## config.mk

```make
export PLATFORM = sky130hd
export DESIGN_NAME = ex_mem_buffer
export DESIGN_NICKNAME = d
export VERILOG_FILES = /design/src/rtl/ex_mem_buffer.sv
export SDC_FILE = /design/constraint.sdc
export NUM_CORES = 1
export LEC_CHECK = 0
export BUFFER_PORTS_ARGS = -buffer_cell sky130_fd_sc_hd__buf_2
export CAP_MARGIN = 10
export CORE_UTILIZATION = 54
export DETAILED_ROUTE_END_ITERATION = 10
export GPL_ROUTABILITY_DRIVEN = 0
export PLACE_DENSITY = 0.82
export SYNTH_ARGS = -nofsm -noshare
export SYNTH_HDL_FRONTEND = slang
export SYNTH_SLANG_ARGS = --single-unit
export TNS_END_PERCENT = 5
```

## constraint.sdc

```tcl
create_clock -name clk_i -period 2.3 [get_ports clk_i]
set_clock_uncertainty 0.05 [all_clocks]
set_input_delay 0.345 -clock clk_i [delete_from_list [all_inputs] [get_ports clk_i]]
set_output_delay 0.345 -clock clk_i [all_outputs]
set_load 0.005 [all_outputs]
```

## src/rtl/ex_mem_buffer.sv

```systemverilog
// Purpose: EX->MEM pipeline buffer capturing ALU outputs, control bits and resolved branch decision.
// Latency: entry accepted at edge N is on mem_* in cycle N+1 (empty, or one entry with same-cycle pop).
// Backpressure: 2-entry skid buffer; ex_ready_o comes from registered state only, never from mem_ready_i.
//
// Ports: clk_i/rst_i (sync active-high), flush_i; ex_* / alu_* / control inputs from execute;
//        mem_valid_o/mem_ready_i handshake with mem_* head-entry fields, branch_taken_o, ovf_trap_o;
//        stall_cnt_o saturating count of stalled cycles.
// Optional feature: define EXMEM_OVF_TRAP_EN to trap (and suppress commits of) overflowing writes.
module ex_mem_buffer #(
    parameter int DATA_W = 64,
    parameter int RD_W   = 5,
    parameter int CNT_W  = 16
) (
    input  logic              clk_i,
    input  logic              rst_i,
    input  logic              flush_i,
    input  logic              ex_valid_i,
    output logic              ex_ready_o,
    input  logic [DATA_W-1:0] alu_result_i,
    input  logic              alu_zero_i,
    input  logic              alu_overflow_i,
    input  logic              alu_cout_i,
    input  logic [DATA_W-1:0] store_data_i,
    input  logic [DATA_W-1:0] pc_branch_i,
    input  logic [RD_W-1:0]   rd_addr_i,
    input  logic              reg_write_i,
    input  logic              mem_read_i,
    input  logic              mem_write_i,
    input  logic              branch_i,
    input  logic              branch_ne_i,
    output logic              mem_valid_o,
    input  logic              mem_ready_i,
    output logic [DATA_W-1:0] mem_result_o,
    output logic [DATA_W-1:0] mem_store_data_o,
    output logic [DATA_W-1:0] mem_pc_branch_o,
    output logic [RD_W-1:0]   mem_rd_addr_o,
    output logic              mem_reg_write_o,
    output logic              mem_mem_read_o,
    output logic              mem_mem_write_o,
    output logic              mem_cout_o,
    output logic              branch_taken_o,
    output logic              ovf_trap_o,
    output logic [CNT_W-1:0]  stall_cnt_o
);

    typedef struct packed {
        logic [DATA_W-1:0] result;
        logic [DATA_W-1:0] store_data;
        logic [DATA_W-1:0] pc_branch;
        logic [RD_W-1:0]   rd_addr;
        logic              reg_write;
        logic              mem_read;
        logic              mem_write;
        logic              cout;
        logic              branch_taken;
        logic              ovf_trap;
    } entry_t;

    typedef enum logic [1:0] {
        EMPTY = 2'd0,
        ONE   = 2'd1,
        TWO   = 2'd2
    } state_t;

    state_t           state_q, state_d;
    entry_t           head_q, skid_q, in_ent;
    logic [CNT_W-1:0] stall_q;
    logic             push, pop;
    logic             head_ld_in, head_ld_skid, skid_ld;
    logic             commit_ok;

    assign ex_ready_o  = !rst_i && (state_q != TWO);
    assign mem_valid_o = (state_q != EMPTY);
    assign push        = ex_valid_i && ex_ready_o;
    assign pop         = mem_valid_o && mem_ready_i;

    // Branch is resolved once, at capture, so the memory stage sees a stable decision.
    always_comb begin
        in_ent              = '0;
        in_ent.result       = alu_result_i;
        in_ent.store_data   = store_data_i;
        in_ent.pc_branch    = pc_branch_i;
        in_ent.rd_addr      = rd_addr_i;
        in_ent.reg_write    = reg_write_i;
        in_ent.mem_read     = mem_read_i;
        in_ent.mem_write    = mem_write_i;
        in_ent.cout         = alu_cout_i;
        in_ent.branch_taken = branch_i && (alu_zero_i ^ branch_ne_i);
`ifdef EXMEM_OVF_TRAP_EN
        in_ent.ovf_trap     = alu_overflow_i && reg_write_i;
`else
        in_ent.ovf_trap     = 1'b0;
`endif
    end

`ifndef EXMEM_OVF_TRAP_EN
    // Overflow has no effect in this build.
    logic unused_ovf;
    assign unused_ovf = alu_overflow_i;
`endif

    // Next-state / load-enable logic. Flush overrides both push and pop.
    always_comb begin
        state_d      = state_q;
        head_ld_in   = 1'b0;
        head_ld_skid = 1'b0;
        skid_ld      = 1'b0;
        if (flush_i) begin
            state_d = EMPTY;
        end else begin
            case (state_q)
                EMPTY: begin
                    if (push) begin
                        state_d    = ONE;
                        head_ld_in = 1'b1;
                    end
                end
                ONE: begin
                    if (push && pop) begin
                        head_ld_in = 1'b1;
                    end else if (push) begin
                        state_d = TWO;
                        skid_ld = 1'b1;
                    end else if (pop) begin
                        state_d = EMPTY;
                    end
                end
                TWO: begin
                    if (pop) begin
                        state_d      = ONE;
                        head_ld_skid = 1'b1;
                    end
                end
                default: state_d = EMPTY;
            endcase
        end
    end

    always_ff @(posedge clk_i) begin
        if (rst_i) begin
            state_q <= EMPTY;
            head_q  <= '0;
            skid_q  <= '0;
            stall_q <= '0;
        end else begin
            state_q <= state_d;
            if (head_ld_in) begin
                head_q <= in_ent;
            end else if (head_ld_skid) begin
                head_q <= skid_q;
            end
            if (skid_ld) begin
                skid_q <= in_ent;
            end
            if (mem_valid_o && !mem_ready_i && !flush_i && (stall_q != '1)) begin
                stall_q <= stall_q + 1'b1;
            end
        end
    end

    // A trapped entry must never commit: suppress its register and memory side effects.
    assign commit_ok        = mem_valid_o && !head_q.ovf_trap;
    assign mem_result_o     = head_q.result;
    assign mem_store_data_o = head_q.store_data;
    assign mem_pc_branch_o  = head_q.pc_branch;
    assign mem_rd_addr_o    = head_q.rd_addr;
    assign mem_cout_o       = head_q.cout;
    assign mem_reg_write_o  = head_q.reg_write && commit_ok;
    assign mem_mem_read_o   = head_q.mem_read && commit_ok;
    assign mem_mem_write_o  = head_q.mem_write && commit_ok;
    assign branch_taken_o   = head_q.branch_taken && mem_valid_o;
    assign ovf_trap_o       = head_q.ovf_trap && mem_valid_o;
    assign stall_cnt_o      = stall_q;

endmodule

```

==> results_dict.tcl <==
set metrics [dict create \
    status "finished clean" \
    worst_setup_path_end_kind "flip-flop" \
    synth_nets 2313 \
    first_pass_iters 5 \
    slew_headroom_pct 26.0 \
    worstHoldEndpoint "skid_q[35]" \
    critPathLaunchType "flip-flop" \
    hp-class "in2reg" \
    syn_area_mm2 0.0182 \
    setup_viol 0 \
    viasPerCell 5.67 \
    overflow 0 \
    clock-sinks 422 \
    ff2ff_path_depth 5 \
    crit_arrival_ns 2.52 \
    crit_fanout 28 \
    crit_required_ns 2.66 \
    io_buffer_count 428 \
    cts.path.max_buffers 3 \
    async_flop_share_pct 0 \
    avgSynthCellArea_um2 8.64 \
    num_vias 16402 \
    dieArea_mm2 0.0344 \
    clk_pin_slew_ns 0.06 \
    drtIter0Drc 1073 \
    antenna_found_initial 1 \
    clock.fmax_mhz 465 \
    ff2ff_setup_slack_ns 0.15 \
    syn_inst 2102 \
    hp-start "pc_branch_i[24]" \
    cts_root_buffer "clkbuf_16" \
    hpwl_um 30000 \
    drcViolationCount 0 \
    drive_above_1_share_pct 22.2 \
    coreArea_mm2 0.0328 \
    leakagePower_uw 0.00853 \
    drv_slew 0 \
    layoutNonFillerInstCount 2893 \
    wl_per_cell_um 18.0 \
    htree_levels 2 \
    ant_nets 0 \
    synthFlopType "dfxtp_1" \
    synth_seq_area_share_pct 46.5 \
    insertion_delay_ns 0.55 \
    fin_tns_setup_ns 0 \
    area.growth.synth_to_final_pct 22.9 \
    layout.nets 2632 \
    ys_types 41 \
    pin_count 431 \
    die_w_um 185 \
    start_util_pct 55.4 \
    grt_max_degree 238 \
    finalHoldViolations 0 \
    gr-usage-all-layers_pct 28.4 \
    max_cap_violations 0 \
    rows 66 \
    die_height_um 185 \
    ir_worst_vdd_uv 685 \
    r2r_start "state_q[1]" \
    critical_path_class "reg2reg" \
    power.density_mw_per_mm2 707 \
    dpl.cell_count 2659 \
    yosys_warnings 0 \
    fin_crit_ns 2.15 \
    synth-seq-cells 422 \
    r2r_end "mem_result_o[41]" \
    synth-edff-count 0 \
    post-route-period-util_pct 93.6 \
    grt_pass1_vias 16227 \
    cts_buffers 44 \
    routed_wl_um 52200 \
    holdPathStages 3 \
    cts_tree "done" \
    rsz0062_at_grt "false" \
    final_util_pct 68.1 \
    tightest_slew_ns 1.11 \
    grt_pass1_wl_um 79500 \
]
[registers in the layout, summed over array words and instances (netlist names)]
register / flops
head_q: 4
mem_cout_o: 1
mem_pc_branch_o: 64
mem_rd_addr_o: 5
mem_result_o: 64
mem_store_data_o: 64
skid_q: 202
stall_cnt_o: 16
state_q: 2
[worst max path at each step]
stage / from / end / slack (ns) / cells past startpoint
2_1_floorplan: stall_cnt_o[0] / stall_cnt_o[9] / 0.38 / 6
3_3_place_gp: mem_ready_i / mem_result_o[48] / 0.28 / 6
3_5_place_dp: mem_ready_i / mem_store_data_o[7] / 0.15 / 6
4_1_cts: state_q[0] / mem_store_data_o[7] / 0.10 / 5
5_1_grt: stall_cnt_o[0] / stall_cnt_o[9] / 0.07 / 6
6_report: state_q[1] / mem_result_o[41] / 0.15 / 5
[layer usage]
metal	track usage [%]	wire (um)
met5	0	0
met4	16.7	2800
met3	7.75	4430
met2	49.2	25200
met1	30.9	19700
[critical path: stages, from the launching register on]
cell	delay (ns)
dfxtp_1	0.47
nor4bb_4	0.32
buf_12	0.30
buf_4	0.36
mux2i_1	0.15
a211oi_1	0.36
[where the power goes]
group          internal, uW  switching (uW)
logic                   639             677
registers              7520             116
clock network          4010            2820
[cell families after synthesis]
kind of cell / share of synthesized area [%]
compound gates: 15.0
xor+xnor: 0.0482
fa+ha+maj: 0.0689
buf+inv: 12.2
flops: 46.5
mux: 11.4
other cells: 0.0207
simple gates: 14.7
[layout by cell type (no fill, tap or decap), types with 2 or more instances in the layout]
master / Yosys / routed
a211oi_1: 202 / 202
a21oi_1: 213 / 213
a41oi_1: 2 / 2
and2_1: 5 / 5
buf_12: 0 / 21
buf_2: 27 / 427
buf_4: 216 / 26
clkbuf_1: 114 / 12
clkbuf_16: 0 / 47
clkbuf_8: 0 / 8
clkinv_2: 0 / 2
dfxtp_1: 422 / 422
diode_2: 0 / 5
dlygate4sd3_1: 0 / 157
inv_1: 5 / 5
mux2_1: 4 / 4
mux2i_1: 202 / 202
nand2_1: 411 / 410
nand3_1: 9 / 9
nand4_1: 5 / 5
nor2_1: 207 / 207
nor2b_1: 5 / 4
nor3_1: 5 / 5
nor4_1: 5 / 5
o21a_1: 2 / 2
o21ai_0: 3 / 3
o31ai_1: 5 / 5
o41ai_1: 2 / 2
or3_1: 2 / 2
or4_1: 8 / 8
[repair_timing]
item / in CTS / in global routing
hold buffers: 157 / 0
hold endpoints to repair: 157 / 0
setup buffers: 0 / 0
gates resized for setup: 0 / 1
setup endpoints to repair: 0 / 14
[synthesized netlist by cell type, types with 2 or more instances]
master    number  area, um^2
dfxtp_1      422        8450
nand2_1      411        1540
buf_4        216        1620
a21oi_1      213        1070
nor2_1       207         777
a211oi_1     202        1520
mux2i_1      202        2020
clkbuf_1     114         428
buf_2         27         135
nand3_1        9        45.0
or4_1          8        60.1
and2_1         5        31.3
inv_1          5        18.8
nand4_1        5        31.3
nor2b_1        5        31.3
nor3_1         5        25.0
nor4_1         5        31.3
o31ai_1        5        37.5
buf_1          4        15.0
mux2_1         4        45.0
o21ai_0        3        15.0
a41oi_1        2        17.5
nand2b_1       2        12.5
o21a_1         2        15.0
o41ai_1        2        17.5
or3_1          2        12.5
[through the flow]
step / area, um^2 / setup slack (ns) / hold WS, ns / power (uW)
2_1_floorplan: 18200 / 0.383 / 0.371 / 8480
3_3_place_gp: 19300 / 0.275 / 0.390 / 8770
3_5_place_dp: 19300 / 0.146 / 0.396 / 8810
4_1_cts: 22300 / 0.101 / 0.0000444 / 15800
5_1_grt: 22300 / 0.0711 / 0.00517 / 16300
6_report: 22300 / 0.147 / 0.0171 / 15800
[cell type report]
type / instances / area, um^2
antenna: 5 / 12.5
multi-input combinational: 1314 / 7530
sequential: 422 / 8450
clock inverter: 5 / 65.1
clock buffer: 66 / 1310
inverter: 5 / 18.8
timing repair buffer: 634 / 4390
tap: 442 / 553
fill: 2288 / 10500
Power figures use the tool's default switching activity.
